--- src/rtl/uart_pkg.sv ---
// rtl/uart_pkg.sv - shared UART constants and receiver state encoding
package uart_pkg;

  localparam int DATA_BITS_DEF = 8;
  localparam int SYS_RATE      = 100_000_000;
  localparam int BAND_RATE     = 9600;
  localparam int BIT_CLKS      = SYS_RATE / BAND_RATE;

  typedef enum logic [2:0] {
    ST_IDLE      = 3'd0,
    ST_START     = 3'd1,
    ST_DATA      = 3'd2,
    ST_STOP      = 3'd3,
    ST_WAIT_IDLE = 3'd4
  } uart_rx_state_e;

endpackage

--- src/rtl/sync_2ff.sv ---
// rtl/sync_2ff.sv - multi-stage synchronizer, all stages preset to RESET_VAL
module sync_2ff #(
  parameter int   DEPTH     = 2,
  parameter logic RESET_VAL = 1'b1
) (
  input  logic clk,
  input  logic rst_n,
  input  logic i_d,
  output logic o_q
);

  logic [DEPTH-1:0] r_sync;

  always_ff @(posedge clk or negedge rst_n) begin
    if (!rst_n) begin
      r_sync <= {DEPTH{RESET_VAL}};
    end else begin
      r_sync <= {r_sync[DEPTH-2:0], i_d};
    end
  end

  assign o_q = r_sync[DEPTH-1];

endmodule

--- src/rtl/uart_rx_ctrl.sv ---
// rtl/uart_rx_ctrl.sv - UART receive controller, samples rx on clk_bps from an external baud generator
module uart_rx_ctrl
  import uart_pkg::*;
#(
  parameter int DATA_BITS   = DATA_BITS_DEF,
  parameter int SYNC_STAGES = 2
) (
  input  logic                 clk,
  input  logic                 rst_n,
  input  logic                 rx,
  input  logic                 clk_bps,
  output logic                 band_sig,
  output logic [DATA_BITS-1:0] rx_data,
  output logic                 rx_valid,
  output logic                 frame_err,
  output logic                 rx_busy
);

  localparam int CNT_W = $clog2(DATA_BITS + 1);

  uart_rx_state_e       r_state, w_state_nxt;
  logic [CNT_W-1:0]     r_bit_cnt, w_bit_cnt_nxt;
  logic [DATA_BITS-1:0] r_shift, w_shift_nxt;
  logic [DATA_BITS-1:0] r_rx_data, w_rx_data_nxt;
  logic                 r_rx_valid, w_rx_valid_nxt;
  logic                 r_frame_err, w_frame_err_nxt;
  logic                 r_band_sig, w_band_sig_nxt;
  logic                 r_rx_hist;
  logic                 w_rx_sync;
  logic                 w_fall;

  sync_2ff #(
    .DEPTH     (SYNC_STAGES),
    .RESET_VAL (1'b1)
  ) u_sync (
    .clk   (clk),
    .rst_n (rst_n),
    .i_d   (rx),
    .o_q   (w_rx_sync)
  );

  always_ff @(posedge clk or negedge rst_n) begin
    if (!rst_n) begin
      r_rx_hist <= 1'b1;
    end else begin
      r_rx_hist <= w_rx_sync;
    end
  end

  assign w_fall = r_rx_hist & ~w_rx_sync;

  always_ff @(posedge clk or negedge rst_n) begin
    if (!rst_n) begin
      r_state     <= ST_IDLE;
      r_bit_cnt   <= '0;
      r_shift     <= '0;
      r_rx_data   <= '0;
      r_rx_valid  <= 1'b0;
      r_frame_err <= 1'b0;
      r_band_sig  <= 1'b0;
    end else begin
      r_state     <= w_state_nxt;
      r_bit_cnt   <= w_bit_cnt_nxt;
      r_shift     <= w_shift_nxt;
      r_rx_data   <= w_rx_data_nxt;
      r_rx_valid  <= w_rx_valid_nxt;
      r_frame_err <= w_frame_err_nxt;
      r_band_sig  <= w_band_sig_nxt;
    end
  end

  always_comb begin
    w_state_nxt     = r_state;
    w_bit_cnt_nxt   = r_bit_cnt;
    w_shift_nxt     = r_shift;
    w_rx_data_nxt   = r_rx_data;
    w_rx_valid_nxt  = 1'b0;
    w_frame_err_nxt = 1'b0;
    w_band_sig_nxt  = r_band_sig;

    case (r_state)
      ST_IDLE: begin
        if (w_fall) begin
          w_state_nxt    = ST_START;
          w_band_sig_nxt = 1'b1;
        end
      end
      ST_START: begin
        if (clk_bps) begin
          if (!w_rx_sync) begin
            w_state_nxt   = ST_DATA;
            w_bit_cnt_nxt = '0;
          end else begin
            w_state_nxt    = ST_IDLE;
            w_band_sig_nxt = 1'b0;
          end
        end
      end
      ST_DATA: begin
        // Right shift lands the first (LSB) sample in bit 0 after DATA_BITS samples.
        if (clk_bps) begin
          w_shift_nxt   = {w_rx_sync, r_shift[DATA_BITS-1:1]};
          w_bit_cnt_nxt = r_bit_cnt + CNT_W'(1);
          if (r_bit_cnt == CNT_W'(DATA_BITS - 1)) begin
            w_state_nxt = ST_STOP;
          end
        end
      end
      ST_STOP: begin
        if (clk_bps) begin
          w_band_sig_nxt = 1'b0;
          if (w_rx_sync) begin
            w_rx_data_nxt  = r_shift;
            w_rx_valid_nxt = 1'b1;
            w_state_nxt    = ST_IDLE;
          end else begin
            w_frame_err_nxt = 1'b1;
            w_state_nxt     = ST_WAIT_IDLE;
          end
        end
      end
      ST_WAIT_IDLE: begin
        // Line held low (break): wait for it to go high before re-arming edge detection.
        if (w_rx_sync) begin
          w_state_nxt = ST_IDLE;
        end
      end
      default: begin
        w_state_nxt    = ST_IDLE;
        w_band_sig_nxt = 1'b0;
      end
    endcase
  end

  assign band_sig  = r_band_sig;
  assign rx_data   = r_rx_data;
  assign rx_valid  = r_rx_valid;
  assign frame_err = r_frame_err;
  assign rx_busy   = (r_state != ST_IDLE);

endmodule

--- config.mk ---
export PLATFORM = sky130hd
export DESIGN_NAME = uart_rx_ctrl
export DESIGN_NICKNAME = d
export VERILOG_FILES = /design/src/rtl/uart_pkg.sv /design/src/rtl/sync_2ff.sv /design/src/rtl/uart_rx_ctrl.sv
export SDC_FILE = /design/constraint.sdc
export NUM_CORES = 1
export LEC_CHECK = 0
export ABC_AREA = 1
export BUFFER_PORTS_ARGS = -buffer_cell sky130_fd_sc_hd__buf_2
export CAP_MARGIN = 10
export CORE_MARGIN = 10
export CORE_UTILIZATION = 43
export CTS_CLUSTER_SIZE = 30
export DETAILED_ROUTE_END_ITERATION = 16
export SKIP_CTS_REPAIR_TIMING = 1
export SLEW_MARGIN = 30
export SYNTH_ARGS = -nofsm -noshare
export SYNTH_HDL_FRONTEND = slang
export SYNTH_HIERARCHICAL = 1
export SYNTH_SLANG_ARGS = --single-unit
--- constraint.sdc ---
create_clock -name clk -period 1.6 [get_ports clk]
set_input_delay 0 -clock clk [delete_from_list [all_inputs] [get_ports clk]]
set_output_delay 0 -clock clk [all_outputs]
set_load 0.05 [all_outputs]
==> results of run 1 <==
[kinds of logic (layout without fill, tap and decap cells)]
kind of cell	Yosys count	after routing	share of synthesized area, %
compound gates	17	17	10.4
mux	1	1	1.62
buf+inv	21	43	6.74
xor+xnor	2	2	1.26
simple gates	77	77	26.7
fa+ha+maj	1	1	0.898
flops	29	29	52.4
[final cells by class]
class                           instances  share of cell area [%]
Sequential cell                        29                    46.3
Tap cell                               44                    3.49
Multi-Input combinational cell         98                    36.1
Timing Repair Buffer                   17                    6.04
Clock buffer                            7                    3.49
Inverter                               19                    4.53
[path summary, 6_finish.rpt]
check	startpoint	end	slack [ns]	cells past startpoint
max	r_state[1]	rx_busy	0.22	3
min	clk_bps	r_bit_cnt[1]	0.04	3
max reg2reg	r_state[0]	r_shift[5]	0.23	6
min reg2reg	u_sync/r_sync[0]	u_sync/r_sync[1]	0.36	0
max in group asynchronous	rst_n	rx_data[0]	0.95	2
min in group asynchronous	rst_n	rx_data[5]	0.23	2
[metal layers]
metal  global-route usage (%)  wire, um
met4                     4.28        20
met2                     16.2      1280
met5                        0         0
met3                     5.01       105
met1                     10.2      1170
[tightest hold or removal path, stage by stage]
cell and delay, ns:
buf_2 0.17, nand3_1 0.10, nand2_1 0.05
[cell usage in the layout, fill, tap and decap left out]
| cell type | instances |
|---|---|
| dlygate4sd3_1 | 2 |
| nor2_1 | 11 |
| clkbuf_4 | 5 |
| o21ai_0 | 1 |
| buf_2 | 15 |
| nand4_1 | 1 |
| xor2_1 | 2 |
| nor3_1 | 1 |
| nand2_1 | 41 |
| nor2_2 | 1 |
| dfstp_2 | 3 |
| inv_1 | 15 |
| nand2_4 | 2 |
| nand3_1 | 12 |
| nand2_2 | 4 |
| nand3_4 | 1 |
| dfrtp_1 | 26 |
| nor2_4 | 3 |
| ha_1 | 1 |
| mux2i_4 | 1 |
| clkbuf_8 | 1 |
| clkbuf_1 | 1 |
| o21ai_2 | 16 |
| inv_2 | 4 |
[state kept, by name (all words and copies together), names as in the netlist]
name / flops
r_state: 3
r_rx_hist: 1
band_sig: 1
u_sync/r_sync: 2
rx_data: 8
frame_err: 1
r_bit_cnt: 4
r_shift: 8
rx_valid: 1
[power by group]
part	switching, W	internal, W	leakage (nW)
clock network	0.000231	0.000207	0.0314
registers	0.000137	0.000888	0.384
logic	0.000756	0.000330	0.424
total	0.00112	0.00143	0.840
[per-stage QoR]
step	util, %	instances	total power [W]	hold WS (ns)
3_5_place_dp	48.7	205	0.00214	0.0701
4_1_cts	50.5	212	0.00259	-0.293
3_3_place_gp	48.7	205	0.00212	0.0552
6_report	51.2	214	0.00255	0.0377
5_1_grt	51.2	214	0.00277	0.0388
2_1_floorplan	-	148	0.00191	-0.296
==> metrics.txt, run 1 <==
status complete, no violations; area of the multi-input gates 569 um^2; Synth Register Bits 29; cell with the most instances after synthesis nand2_1; Crit path max-delay family flip-flops; CTS tree yes; drt first pass iters 4; Netlist Area Pre-Place 1390 um^2; fin worst setup slack 0.221 ns; CP Class register to output port; Crit-path slowest cell dfrtp_1; final instance area 1580 um^2; initial antenna violation count 0; slew at the pin closest to its max-slew limit 0.632 ns; clock transition at the registers of the reported paths 0.09 ns; Row Count 20; share of cells above drive strength 1 32.9%; die width 76.9 um; ys flop type dfrtp_1; core area 3080 um^2; RSZ-0062 raised after global routing false; top post-synthesis cells by count nand2_1, dfrtp_1, o21ai_2, inv_1, nand3_1; CP startpoint kind register; Layout area overhead 13.1%; Fmax achieved 725 MHz; critical path's largest stage delay 0.51 ns; drc violations 0; RePlAce Congestion 0.867; number of max-cap violations 0; Vias 1011; Final setup viols 0; antenna diode count 0; CTS root buf clkbuf_4; Crit path arrival time 1.38 ns; post-synth cell types 20; Nets 175; wire per inst 12.0 um; register area share after synthesis 52.4%; Post-synth EDFFs 0; Setup WS pre-CTS 0.250 ns; CTS max path bufs 2; Static Leakage 0.840 nW; Tmin final 1.38 ns; post-route ant nets 0; first-pass GRT wire length 4.66 mm; dpl cell area 1500 um^2; H-Tree Depth 2; Synth area leaders dfrtp_1, nand2_1, o21ai_2; largest net degree at the start of global routing 30; Syn Area/Cell 9.41 um^2; Worst EP required 1.60 ns; Relative slew margins 57.8%; IO Pins 16; Seq. cell area 729 um^2; final-layout fill cell count 307; total track usage 9.78%; Synth top area share 46.7%; vias in the first global route 1033; Synthesized Nets 153; cell count after synthesis 148; Hold WC Path Type input pin to register; post-DP HPWL 1.91 mm; FFs w/ async S/R, synth 100%; Initial Util 45.2%; full die area 5920 um^2; Synth Warn # 6; Critical Path Sink Type output port; Final Hold Fails 0; fin crit share 86.2%; initial detailed-routing violation count 37; Power Density 1620 nW/um^2; Fin Clk Skew 0.00767 ns; worst skew pair latency 0.31 ns; routed vias/inst 4.72; port buffer count 15; crit path cell chain inv_1 -> nand2_1 -> buf_2; total gr overflow 0; CTS sink count 29; TritonCTS buffer count 5; Setup TNS Final 0 ns; Max IR drop VDD 736 uV; fin. max-slew vios 0; worst path bufs/invs 2; CP max FO 6; largest area contributor in the netlist dfrtp_1; WL final 2.57 mm; Die Span Y 76.9 um
Power figures use the tool's default switching activity.
==> run 2, diff against run 1 <==
- RECOVER_POWER: unset -> 100
==> run 2 against run 1 <==
Against the previous run: routed wire length is 1.4% higher; via count is 1.1% higher; die area stayed put; first-iteration DRC count is 5.4% higher.
==> metrics.txt, run 2 (synthesis results as in run 1) <==
CTS tree yes; Critical Path Source r_state[0]; full die area 5920 um^2 (unchanged); number of max-cap violations 0 (unchanged); die width 76.9 um (unchanged); Static Leakage 0.779 nW (-7.2%); Crit path arrival time 1.40 ns (+0.02 ns); TritonCTS buffer count 5 (unchanged); largest net degree at the start of global routing 30 (unchanged); Hold EP r_bit_cnt[1]; CTS root buf clkbuf_4; PnR Total Power 0.00247 W (-3.0%); vias in the first global route 1033 (unchanged); total gr overflow 0 (unchanged); routed vias/inst 4.78 (+1.1%); clock transition at the registers of the reported paths 0.09 ns (about the same); worst skew pair latency 0.32 ns (about the same); slew at the pin closest to its max-slew limit 0.705 ns (+0.0723 ns); H-Tree Depth 2 (unchanged); core area 3080 um^2 (unchanged); Final setup viols 0 (unchanged); drt first pass iters 4 (unchanged); CTS max path bufs 2 (unchanged); CP Class register to output port; wire per inst 12.2 um (+1.4%); IO Pins 16 (unchanged); Reg2Reg Setup Slack 0.21 ns (-0.02 ns); Max IR drop VDD 693 uV (-5.8%); Relative slew margins 53.0% (-4.8 points); port buffer count 15 (unchanged); Worst EP required 1.60 ns (about the same); first-pass GRT wire length 4.66 mm (unchanged); Min Hold Slack 0.0320 ns (-0.00570 ns); Final Hold Fails 0 (unchanged); final core area utilization 49.2% (-2.0 points); Setup TNS Final 0 ns (unchanged); RSZ-0062 raised after global routing false; fin crit share 87.6% (+1.4 points); drc violations 0 (unchanged); Power Density 1630 nW/um^2 (+0.87%); RePlAce Congestion 0.867 (unchanged); most common cell after layout, fill and taps aside nand2_1; final-layout fill cell count 329 (+7.2%); Critical Path Sink Type output port; antenna diode count 0 (unchanged); Hold Crit Start clk_bps; CP startpoint kind register; initial antenna violation count 0 (unchanged); post-route ant nets 0 (unchanged); CTS sink count 29 (unchanged); Die Span Y 76.9 um (unchanged); Nets 175 (unchanged); WL final 2.61 mm (+1.4%); Vias 1022 (+1.1%); worst hold stages 3 (unchanged); most frequent cells in the layout nand2_1, dfrtp_1, inv_1; post-DP HPWL 1.91 mm (unchanged); Initial Util 45.2% (unchanged); fin. max-slew vios 0 (unchanged); Layout area overhead 8.80%; Hold WC Path Type input pin to register; Reg-to-Reg End r_shift[5]; Fmax achieved 714 MHz (-1.6%); Fin Clk Skew 0.00665 ns (-0.00102 ns); Tmin final 1.40 ns (+0.0220 ns); CP max FO 6 (unchanged); status complete, no violations; total track usage 9.78% (unchanged); share of cells above drive strength 1 17.1% (-16 points); Row Count 20 (unchanged); worst r2r src r_state[0]; initial detailed-routing violation count 39 (+5.4%); worst r2r path cells 6 (unchanged)
[run 2: cell types whose count changed in the layout (fill, tap and decap cells not counted), sizes merged]
| cell | delta |
|---|---|
| buf | -13 |
| clkbuf | +13 |
[run 2: per-stage QoR]
| step | instance area, um^2 | setup slack [ns] | cells |
|---|---|---|---|
| after floorplan | 1390 | 0.114 | 148 |
| after global placement | 1500 | 0.233 | 205 |
| after detailed placement | 1500 | 0.250 | 205 |
| after CTS | 1560 | 0.203 | 212 |
| after global routing | 1520 | 0.0461 | 214 |
| final | 1520 | 0.199 | 214 |
[run 2: final cells by class]
cell class | instances | area, um^2 | area share [%]
flip-flops and latches | 29 | 729 | 48.1
multi-input cells | 98 | 523 | 34.5
repair buffers | 17 | 81.3 | 5.37
inverters | 19 | 71.3 | 4.71
clock buffers | 7 | 55.1 | 3.63
well taps | 44 | 55.1 | 3.63
[run 2: critical path, cell delays in order, from the launching register on]
cell and delay [ns]:
dfrtp_1 0.47, nor2_4 0.22, nand2_1 0.13, clkbuf_2 0.26
[run 2: worst max-delay path by stage]
stage,slack (ns),end,depth (start not counted)
global route,0.05,r_shift[5],6
finish,0.20,rx_busy,3
CTS,0.20,rx_busy,3
detailed placement,0.25,r_bit_cnt[3],8
global placement,0.23,r_bit_cnt[3],8
floorplan,0.11,r_state[0],7
[run 2: power by group]
| part | switching, W | internal, W | leakage (nW) |
|---|---|---|---|
| clock | 0.000231 | 0.000207 | 0.0314 |
| sequential | 0.000135 | 0.000888 | 0.384 |
| combinational | 0.000719 | 0.000293 | 0.364 |
| total | 0.00109 | 0.00139 | 0.779 |
[run 2: metal layers]
layer,track usage (%),part of all wire (%)
met5,0,0
met4,4.28,0.77
met3,5.01,5.1
met2,16.2,49
met1,10.2,45
==> run 3, diff against run 2 <==
- ABC_AREA: 1 -> 0
- CTS_BUF_LIST: unset -> sky130_fd_sc_hd__clkbuf_8 sky130_fd_sc_hd__clkbuf_16
- HOLD_SLACK_MARGIN: unset -> 0.03
==> run 3 against run 2 <==
Against the previous run: clock power is 74% higher; combinational power down 9.6%; largest cell class unchanged; critical endpoint unchanged; total power rose by 11%; critical path type unchanged.
==> metrics.txt, run 3 <==
cell with the most instances after synthesis dfrtp_1; wire per inst 15.1 um (+24%); antenna diode count 0 (unchanged); status complete, no violations; port buffer count 15 (unchanged); RePlAce Congestion 0.752 (-13%); Min Hold Slack 0.122 ns (+0.0901 ns); drc violations 0 (unchanged); vias in the first global route 756 (-27%); post-route ant nets 0 (unchanged); IO Pins 16 (unchanged); Max IR drop VDD 1060 uV (+53%); post-DP HPWL 1.55 mm (-18%); largest area contributor in the netlist dfrtp_1; clock transition at the registers of the reported paths 0.06 ns (-0.03 ns); Vias 762 (-25%); CTS max path bufs 2 (unchanged); Synth area leaders dfrtp_1, mux2_4, dfstp_2; Netlist Area Pre-Place 1250 um^2 (-11%); Relative slew margins 53.8% (+0.82 points); CP Class register to output port; total gr overflow 0 (unchanged); Hold EP r_state[0]; total track usage 8.99% (-0.79 points); most frequent cells in the layout dfrtp_1, clkbuf_1, mux2_1; final instance area 1450 um^2 (-4.3%); worst r2r path cells 3 (-3); Critical Path Sink Type output port; Reg2Reg Setup Slack 0.13 ns (-0.08 ns); Static Leakage 0.711 nW (-8.7%); WL final 2.22 mm (-15%); H-Tree Depth 2 (unchanged); fin. max-slew vios 0 (unchanged); post-synth cell types 30 (+50%); TritonCTS buffer count 5 (unchanged); Row Count 19 (-5.0%); Initial Util 45.2% (-0.053 points); initial antenna violation count 0 (unchanged); drt first pass iters 4 (unchanged); fin cells 147 (-31%); full die area 5450 um^2 (-7.8%); Reg-to-Reg End r_shift[4]; Hold Crit Start clk_bps; CP max FO 8 (+2); Crit path arrival time 1.49 ns (+0.09 ns); Worst EP required 1.60 ns (about the same); core area 2760 um^2 (-10%); number of max-cap violations 0 (unchanged); Layout area overhead 16.4%; routed vias/inst 5.18 (+8.5%); Synthesized Nets 96 (-37%); Synth top area share 52.2% (+5.5 points); Nets 120 (-31%); worst r2r src r_state[2]; NetSw 0.00101 W (-6.9%); fin crit share 93.2% (+5.6 points); dpl cell area 1360 um^2 (-9.1%); most common cell after layout, fill and taps aside dfrtp_1; sequential share of power 39.1% (-2.3 points); slew at the pin closest to its max-slew limit 0.692 ns (-0.0123 ns); top post-synthesis cells by count dfrtp_1, mux2_4, a21oi_1, mux2_2, nor2_1; Setup TNS Final 0 ns (unchanged); Fmax achieved 670 MHz (-6.0%); Synth Register Bits 29 (unchanged); Hold WC Path Type input pin to register; register area share after synthesis 58.5% (+6.2 points); Seq. cell area 729 um^2 (unchanged); Final Hold Fails 0 (unchanged); Final setup viols 0 (unchanged); initial detailed-routing violation count 53 (+36%); CTS root buf clkbuf_8; die width 73.8 um (-4.0%); worst skew pair latency 0.27 ns (-0.05 ns); largest net degree at the start of global routing 30 (unchanged); final-layout fill cell count 255 (-22%); RSZ-0062 raised after global routing false; FFs w/ async S/R, synth 100% (unchanged); CTS tree yes; Tmin final 1.49 ns (+0.0901 ns); Power Density 1900 nW/um^2 (+16%); share of cells above drive strength 1 23.3% (+6.2 points); worst hold stages 3 (unchanged); CP startpoint kind register; Internal Pwr Total 0.00174 W (+26%); Synth Warn # 6 (unchanged); area of the multi-input gates 438 um^2 (-16%); Comb pwr share 33.1% (-7.8 points); cell count after synthesis 91 (-39%); Fin Clk Skew 0.00213 ns (-0.00452 ns); Die Span Y 73.8 um (-4.0%); first-pass GRT wire length 3.70 mm (-21%); Placed Cells 137 (-33%); Clock power frac 27.7% (+10 points); Post-synth EDFFs 0 (unchanged); final core area utilization 52.6% (+3.4 points); ys flop type dfrtp_1; switching share of power 36.7% (-7.2 points); Syn Area/Cell 13.7 um^2 (+46%); CTS sink count 29 (unchanged)
[run 3: cell types whose count changed after synthesis, sizes merged, moves of 10 or more]
cell,previous run,this run
nand2,47,4
mux2,0,16
inv,19,4
o21ai,17,2
nand3,13,2
nor2,15,5
[run 3: layer usage]
metal,wire (um),global-route usage (%),part of all wire [%],vias to the layer above
met5,0,0,0,-
met2,1080,11.9,49,8
met3,76,4.85,3.4,2
met1,1050,11.2,47,383
met4,16,4.97,0.72,0
li1,-,-,-,369
[run 3: metrics by stage]
step / total power, W / worst slack, ns
2_1_floorplan: 0.00186 / 0.154
3_3_place_gp: 0.00208 / 0.208
3_5_place_dp: 0.00210 / 0.167
4_1_cts: 0.00289 / 0.130
5_1_grt: 0.00292 / 0.0512
6_report: 0.00276 / 0.109
[run 3: worst max-delay path by stage]
stage | start | endpoint | slack (ns) | cells after the start
final | r_state[1] | rx_busy | 0.11 | 3
after global placement | r_state[2] | r_shift[4] | 0.21 | 3
after global routing | r_state[2] | r_shift[6] | 0.05 | 3
after floorplan | r_state[1] | band_sig | 0.15 | 3
after CTS | r_state[0] | rx_busy | 0.13 | 3
after detailed placement | r_state[2] | r_shift[7] | 0.17 | 3
[run 3: power groups by stage]
stage	logic (W)	clock network, W	registers, W
floorplan	0.000525	0	0.00133
global placement	0.000994	0	0.00109
detailed placement	0.00100	0	0.00110
CTS	0.00101	0.000795	0.00109
global route	0.000990	0.000828	0.00110
finish	0.000913	0.000764	0.00108
[run 3: cell families after synthesis]
| family | after synthesis | synth area share (%) |
|---|---|---|
| mux | 18 | 18.5 |
| fa+ha+maj | 1 | 1.00 |
| flops | 29 | 58.5 |
| simple gates | 22 | 11.1 |
| compound gates | 12 | 6.93 |
| buf+inv | 9 | 3.92 |
[run 3: critical path, cell delays in order (launching register included)]
cell	delay, ns
dfrtp_1	0.41
buf_4	0.17
or3_1	0.38
clkbuf_2	0.26
[run 3: area by class of cell]
class	count	share of cell area, %
tap	31	2.67
multi-input combinational	53	30.2
inverter	4	1.04
sequential	29	50.3
clock inverter	2	2.33
clock buffer	6	5.69
timing repair buffer	22	7.77
